**config.mk**
```make
export PLATFORM = sky130hd
export DESIGN_NAME = fifo_to_com_tx
export DESIGN_NICKNAME = d
export VERILOG_FILES = /design/src/rtl/fifo_to_com_tx.sv
export SDC_FILE = /design/constraint.sdc
export NUM_CORES = 1
export LEC_CHECK = 0
export ABC_AREA = 0
export CAP_MARGIN = 10
export CORE_UTILIZATION = 40
export DETAILED_ROUTE_END_ITERATION = 8
export GPL_TIMING_DRIVEN = 1
export PLACE_DENSITY = 0.68
export SYNTH_ARGS = -nofsm -noshare
export SYNTH_HDL_FRONTEND = slang
export SYNTH_SLANG_ARGS = --single-unit
```
**constraint.sdc**
```tcl
create_clock -name i_clk -period 1.9 [get_ports i_clk]
set_clock_uncertainty 0.1 [all_clocks]
set_input_delay 0.38 -clock i_clk [delete_from_list [all_inputs] [get_ports i_clk]]
set_output_delay 0.38 -clock i_clk [all_outputs]
set_load 0.02 [all_outputs]
```
**src/rtl/fifo_to_com_tx.sv**
```systemverilog
// Drains the shared FIFO into 8N1 UART frames (LSB first), then appends a CRC-8 (poly 0x07) trailer frame.
// Runs on the same clock as the COM-to-FIFO receive path.
module fifo_to_com_tx #(
    parameter int CLKS_PER_BIT = 16
) (
    input  logic       i_clk,
    input  logic       i_reset,
    input  logic       i_enable,
    input  logic       i_fifo_empty,
    input  logic       i_fifo_busy,
    input  logic [7:0] i_fifo_data,
    output logic       o_fifo_re,
    output logic       o_tx,
    output logic       o_busy,
    output logic       o_finish,
    output logic [7:0] o_crc,
    output logic [9:0] o_byte_count
);

    typedef enum logic [3:0] {
        S_IDLE,
        S_CHECK,
        S_WAIT,
        S_LOAD,
        S_LOAD_CRC,
        S_START,
        S_DATA,
        S_STOP,
        S_DONE
    } state_t;

    localparam logic [11:0] LP_LAST_CLK = 12'(CLKS_PER_BIT - 1);

    state_t      r_state;
    state_t      w_next;
    logic [11:0] r_clk_cnt;
    logic [2:0]  r_bit_cnt;
    logic [7:0]  r_shift;
    logic        r_is_crc;
    logic [7:0]  r_crc;
    logic [9:0]  r_byte_count;
    logic        w_bit_end;

    // Byte-wise CRC-8, MSB first, no reflection; caller XORs the new byte in first.
    function automatic logic [7:0] crc8(input logic [7:0] v);
        logic [7:0] c;
        c = v;
        for (int i = 0; i < 8; i++) begin
            c = c[7] ? ({c[6:0], 1'b0} ^ 8'h07) : {c[6:0], 1'b0};
        end
        return c;
    endfunction

    assign w_bit_end = (r_clk_cnt == LP_LAST_CLK);

    always_ff @(posedge i_clk or posedge i_reset) begin
        if (i_reset) begin
            r_state <= S_IDLE;
        end else begin
            r_state <= w_next;
        end
    end

    always_comb begin
        w_next    = r_state;
        o_fifo_re = 1'b0;
        o_tx      = 1'b1;
        case (r_state)
            S_IDLE: begin
                if (i_enable) begin
                    w_next = S_CHECK;
                end
            end
            S_CHECK: begin
                if (i_fifo_empty) begin
                    w_next = S_LOAD_CRC;
                end else if (!i_fifo_busy) begin
                    o_fifo_re = 1'b1;
                    w_next    = S_WAIT;
                end
            end
            S_WAIT: begin
                w_next = S_LOAD;
            end
            S_LOAD, S_LOAD_CRC: begin
                w_next = S_START;
            end
            S_START: begin
                o_tx = 1'b0;
                if (w_bit_end) begin
                    w_next = S_DATA;
                end
            end
            S_DATA: begin
                o_tx = r_shift[0];
                if (w_bit_end && (r_bit_cnt == 3'd7)) begin
                    w_next = S_STOP;
                end
            end
            S_STOP: begin
                if (w_bit_end) begin
                    w_next = r_is_crc ? S_DONE : S_CHECK;
                end
            end
            S_DONE: begin
                if (!i_enable) begin
                    w_next = S_IDLE;
                end
            end
            default: begin
                w_next = S_IDLE;
            end
        endcase
    end

    // Bit timing counters return to zero at every bit boundary, so START always begins a fresh bit.
    always_ff @(posedge i_clk or posedge i_reset) begin
        if (i_reset) begin
            r_clk_cnt    <= 12'd0;
            r_bit_cnt    <= 3'd0;
            r_shift      <= 8'h00;
            r_is_crc     <= 1'b0;
            r_crc        <= 8'h00;
            r_byte_count <= 10'd0;
        end else begin
            case (r_state)
                S_IDLE: begin
                    if (i_enable) begin
                        r_crc        <= 8'h00;
                        r_byte_count <= 10'd0;
                    end
                end
                S_LOAD: begin
                    r_shift      <= i_fifo_data;
                    r_crc        <= crc8(r_crc ^ i_fifo_data);
                    r_byte_count <= r_byte_count + 10'd1;
                    r_is_crc     <= 1'b0;
                end
                S_LOAD_CRC: begin
                    r_shift  <= r_crc;
                    r_is_crc <= 1'b1;
                end
                S_START, S_STOP: begin
                    r_clk_cnt <= w_bit_end ? 12'd0 : r_clk_cnt + 12'd1;
                end
                S_DATA: begin
                    if (w_bit_end) begin
                        r_clk_cnt <= 12'd0;
                        r_shift   <= {1'b0, r_shift[7:1]};
                        r_bit_cnt <= r_bit_cnt + 3'd1;
                    end else begin
                        r_clk_cnt <= r_clk_cnt + 12'd1;
                    end
                end
                default: begin
                end
            endcase
        end
    end

    assign o_busy       = (r_state != S_IDLE) && (r_state != S_DONE);
    assign o_finish     = (r_state == S_DONE);
    assign o_crc        = r_crc;
    assign o_byte_count = r_byte_count;

endmodule
```
==> results.md, run 1 <==
Setup path:
- The reg-to-reg critical path startpoint is r_clk_cnt[11].
- The longest individual stage delay on the worst path is 0.42 ns.
- Counting cells, the worst reg-to-reg path comes to 5.
- The data arrival time of the critical path is 1.95 ns.
- The end of the worst register-to-register path is r_shift[3].
- The worst register-to-register path has a setup slack of 0.03 ns.
- For this design, the slowest cell found on the critical path is sky130_fd_sc_hd__dfrtp_1.
- Walking the worst path, the cells encountered are nor4_4 -> nand2_1 -> or3_4 -> nand2_8 -> mux2_4.
- STA classifies the critical path startpoint as a flop.
- STA puts the critical path data required time at 1.98 ns.
- The endpoint kind of the worst setup timing path is a flop.
- Along the worst path, the maximum fanout reaches 8.
- The startpoint of the worst setup timing path is r_clk_cnt[11].
- The type of the setup path with the least slack is flop to flop.

Synthesis:
- The synthesized netlist devotes 10.24% of its cell area to XOR and XNOR gates.
- The flip-flop and latch count after synthesis is 46.
- By area, the combinational part of the netlist is dominated by simple AND/OR/NAND/NOR gates.
- The dominant register cell in the synthesized netlist is sky130_fd_sc_hd__dfrtp_1.
- Measured against the total synthesized area, the mux share comes to 6.843%.
- Counting flops with a built-in enable in the synthesized netlist gives 0.
- In this run the biggest area consumer among cell types represents 43.42% of the synthesized area.
- Synthesis instantiated 48 different standard cells from the library.
- Counting every net in the synthesized netlist gives 280.
- After synthesis, the cell types taking the most area are sky130_fd_sc_hd__dfrtp_1, sky130_fd_sc_hd__xnor2_1, sky130_fd_sc_hd__mux2_4, sky130_fd_sc_hd__o21ai_0, sky130_fd_sc_hd__nand2_1.
- The fraction of synthesis flops using an asynchronous set or reset pin is 100.0%.
- The mean post-synth cell area is 10.08 um^2.
- The share of the synthesized area in compound gates (AO/OA/AOI/OAI) is 13.21%.
- The largest area contributor in the synthesized netlist is sky130_fd_sc_hd__dfrtp_1.
- Of the total synthesized cell area, the portion taken by full adders, half adders and majority gates is 1.888%.
- The simple-gate area share of the yosys netlist is 20.20%.
- After technology mapping, the gate count stands at 263.
- The cell area that synthesis handed to floorplanning was 0.002651 mm^2.
- Sequential elements use 43.42% of the synthesized area.
- The count of yosys warnings during synthesis is 0.

Final layout:
- For this run, the post-layout net count is 360.
- The register area is 0.001154 mm^2.
- The number of antenna diodes in the final layout is 0.
- The footprint of the multi-input gates is 0.001473 mm^2.
- The non-filler instance count after layout is 421.
- Compared with the post-synthesis result, the final layout area differs by 35.91%.
- The filler cell count in the final layout is 573.
- The share of cells above drive strength 1 is 30.23%.

STA:
- The count of final hold-check violations was 0.
- The share of the clock period used by the worst path after layout is 98.26%.
- Measured against its own limit, the worst slew margin works out to 76.53%.
- Setup violations remaining at the end of the flow were counted as 0.
- The measured slew at the worst slew-check pin is 0.3515 ns.
- Setup repair after global routing could not meet its margin everywhere.
- The final hold slack is 0.2664 ns.
- The max-slew violation count is 0.
- Across all setup checks in the final design, the least slack found is 0.03309 ns.
- The shortest period the worst path allows is 1.867 ns.
- The maximum achievable frequency is 0.5356 GHz.

CTS:
- The number of buffers between clock root and the deepest sink is 2.
- TritonCTS built the clock tree.
- Clock latency on the worst-skew pair, taken at its later pin, is 0.30 ns.
- Clock tree synthesis inserted a total of 5 buffers.
- The clock transition at the register clock pins on the worst setup and hold paths after CTS is 0.08 ns.
- The tree is rooted in a sky130_fd_sc_hd__clkbuf_8.
- The clock net in this run drives a total of 46 sinks.
- The maximum level of the CTS H-tree is 2.

Run:
- The max capacitance violation total is 0.

Placement:
- In this run the tool buffered the top-level ports with 34 buffer cells.
- The worst slack at placement is -0.3750 ns.
- After detailed placement, the design holds a cell count of 409.
- Detailed placement ended at an HPWL of 4517 um.
- At the end of routability-driven placement, the weighted congestion stood at 0.8281.

Floorplanning:
- The width of the die is 83.42 um.
- The core area is 0.006386 mm^2.
- For this design the top-level I/O count stands at 35.
- The effective utilization at floorplan is 41.52%.
- The height of the die is 83.42 um.
- The floorplan has 29 rows.
- The area enclosed by the die boundary is 0.006958 mm^2.

Drt:
- Wires add up to 6123 um.
- The final antenna-violating net count is 0.
- The per-cell routed wire length is 14.54 um.
- The via count of the routed design is 2175.
- Dividing the detail-routed via count by the number of cells gives 5.166.
- The first routing iteration left 76 violations.
- The detailed-route DRC error count is 0.
- The number of optimization iterations in the first detailed-route pass is 4.

Status:
- The run finished with clean final reports.

Power:
- The total leakage power is 1.716 nW.
- Power spread over the standard cell area amounts to 1530 mW/mm^2.
- The worst-case IR drop observed on VDD is 0.0007856 V.

Global routing:
- The number of antenna violations at the first check in global routing was 0.
- For this run, the total global-route usage over all layers was measured as 18.00%.
- The sum of overflow across all layers after global routing is 0.
- The first-pass GRT wire length is 10100 um.
- The via count of the first global-routing pass is 2124.
- Entering global routing, the biggest net connects 33 pins.

Worst hold path:
- The path class of the tightest hold or removal check is input port to asynchronous set/reset pin.
-- timing repair --
action	in CTS	in global routing
resized for setup	22	26
setup buffers	3	2
pin swaps	2	5
hold buffers	0	0
setup endpoints to repair	19	35
-- Yosys cell counts, types with 2 or more instances --
master,count
sky130_fd_sc_hd__dfrtp_1,46
sky130_fd_sc_hd__nand2_1,24
sky130_fd_sc_hd__xnor2_1,24
sky130_fd_sc_hd__o21ai_0,21
sky130_fd_sc_hd__nand3_1,17
sky130_fd_sc_hd__nor2_1,15
sky130_fd_sc_hd__inv_1,10
sky130_fd_sc_hd__mux2_4,10
sky130_fd_sc_hd__nor2b_1,7
sky130_fd_sc_hd__xor2_1,7
sky130_fd_sc_hd__a21oi_1,6
sky130_fd_sc_hd__clkbuf_1,6
sky130_fd_sc_hd__or3_1,6
sky130_fd_sc_hd__a221o_2,5
sky130_fd_sc_hd__a31oi_1,5
sky130_fd_sc_hd__nand4_1,5
sky130_fd_sc_hd__ha_1,4
sky130_fd_sc_hd__buf_6,3
sky130_fd_sc_hd__nor3_1,3
sky130_fd_sc_hd__a21o_1,2
sky130_fd_sc_hd__a221o_1,2
sky130_fd_sc_hd__and2_1,2
sky130_fd_sc_hd__and3_1,2
sky130_fd_sc_hd__buf_2,2
sky130_fd_sc_hd__mux2i_1,2
sky130_fd_sc_hd__nand3b_1,2
sky130_fd_sc_hd__o21a_1,2
sky130_fd_sc_hd__o21ai_1,2
sky130_fd_sc_hd__o31ai_1,2
-- worst max path at each step --
| stage | depth (start not counted) | slack (ns) | endpoint |
|---|---|---|---|
| final | 5 | 0.03 | r_shift[3] |
| after global routing | 4 | -0.03 | o_fifo_re |
| after detailed placement | 4 | -0.38 | o_fifo_re |
| after global placement | 4 | -0.37 | o_fifo_re |
| after CTS | 2 | 0.004 | o_busy |
| after floorplan | 6 | 0.01 | r_shift[0] |
-- critical path, delay by kind of cell (launching register included) --
family,cells,cell delay (ns)
simple gates,4,0.92
mux,1,0.31
flops,1,0.42
-- through the flow --
stage | instance area [um^2] | power [mW] | TNS, ns | utilization [%]
finish | 3603 | 5.515 | 0 | 56.43
global route | 3603 | 5.918 | -0.2158 | 56.43
CTS | 3495 | 5.446 | 0 | 54.72
detailed placement | 3395 | 4.836 | -2.233 | 53.15
global placement | 3395 | 4.753 | -1.546 | 53.15
floorplan | 2654 | 3.621 | 0 | -
-- logic make-up (layout without fill, tap and decap cells) --
group,after synthesis,in the layout
AOI/OAI and AO/OA,53,53
muxes,13,13
buffers and inverters,22,103
adders and majority gates,4,4
DFF,46,46
and+or+nand+nor,94,94
xor gates and xnor gates,31,31
-- cell type report --
cell class / instances / area share (%)
Clock buffer: 7 / 2.396
Clock inverter: 1 / 0.1389
Inverter: 10 / 1.042
Multi-Input combinational cell: 195 / 40.87
Sequential cell: 46 / 32.01
Tap cell: 77 / 2.674
Timing Repair Buffer: 85 / 20.87
-- sequential cells by signal (all words and copies together), names as in the netlist --
signal and count:
r_state 4, r_shift 8, o_byte_count 10, r_is_crc 1, r_bit_cnt 3, r_clk_cnt 12
o_crc 8
-- power breakdown --
group          leakage, nW  internal [mW]  switching [mW]  total (mW)
clock network       0.0482          0.294           0.313       0.607
registers            0.589           1.34           0.409        1.75
logic                 1.08           1.69            1.47        3.16
total                 1.72           3.32            2.19        5.51
-- routing by layer --
layer,track usage (%),up-vias,wire length [um]
met3,3.082,6,163
met2,29.81,34,3008
met5,0,-,0
li1,-,1085,-
met4,4.622,0,63
met1,24.52,1050,2887
-- placed cells by master (no fill, tap or decap), types with 3 or more instances in the layout --
master / n
sky130_fd_sc_hd__dfrtp_1: 44
sky130_fd_sc_hd__ha_1: 4
sky130_fd_sc_hd__a31oi_1: 5
sky130_fd_sc_hd__nor2b_1: 4
sky130_fd_sc_hd__or3_1: 4
sky130_fd_sc_hd__buf_4: 48
sky130_fd_sc_hd__clkbuf_8: 6
sky130_fd_sc_hd__nor2_4: 3
sky130_fd_sc_hd__nand3_1: 16
sky130_fd_sc_hd__a221o_2: 5
sky130_fd_sc_hd__o21ai_0: 20
sky130_fd_sc_hd__dlymetal6s2s_1: 5
sky130_fd_sc_hd__xnor2_1: 23
sky130_fd_sc_hd__nand4_1: 5
sky130_fd_sc_hd__xor2_1: 6
sky130_fd_sc_hd__a21oi_1: 6
sky130_fd_sc_hd__nand2_1: 24
sky130_fd_sc_hd__buf_6: 3
sky130_fd_sc_hd__clkdlybuf4s50_1: 21
sky130_fd_sc_hd__nor2_1: 12
sky130_fd_sc_hd__inv_1: 9
sky130_fd_sc_hd__dlygate4sd2_1: 4
sky130_fd_sc_hd__mux2_4: 10
sky130_fd_sc_hd__nor2b_2: 3
Power figures use the tool's default switching activity.
==> inputs of run 2 (changes only) <==
--- a/config.mk
+++ b/config.mk
@@ -6,7 +6,7 @@
 export NUM_CORES = 1
 export LEC_CHECK = 0
 export ABC_AREA = 0
-export CAP_MARGIN = 10
+export CAP_MARGIN = 5
 export CORE_UTILIZATION = 40
 export DETAILED_ROUTE_END_ITERATION = 8
 export GPL_TIMING_DRIVEN = 1
==> results of run 2 <==
No change in the layout: final DEF, timing and power equal those of run 1.
==> inputs of run 3 (changes only) <==
--- a/config.mk
+++ b/config.mk
@@ -9,6 +9,7 @@
 export CAP_MARGIN = 5
 export CORE_UTILIZATION = 40
 export DETAILED_ROUTE_END_ITERATION = 8
+export GPL_ROUTABILITY_DRIVEN = 0
 export GPL_TIMING_DRIVEN = 1
 export PLACE_DENSITY = 0.68
 export SYNTH_ARGS = -nofsm -noshare
==> results of run 3 <==
No change in the layout: final DEF, timing and power equal those of run 1.
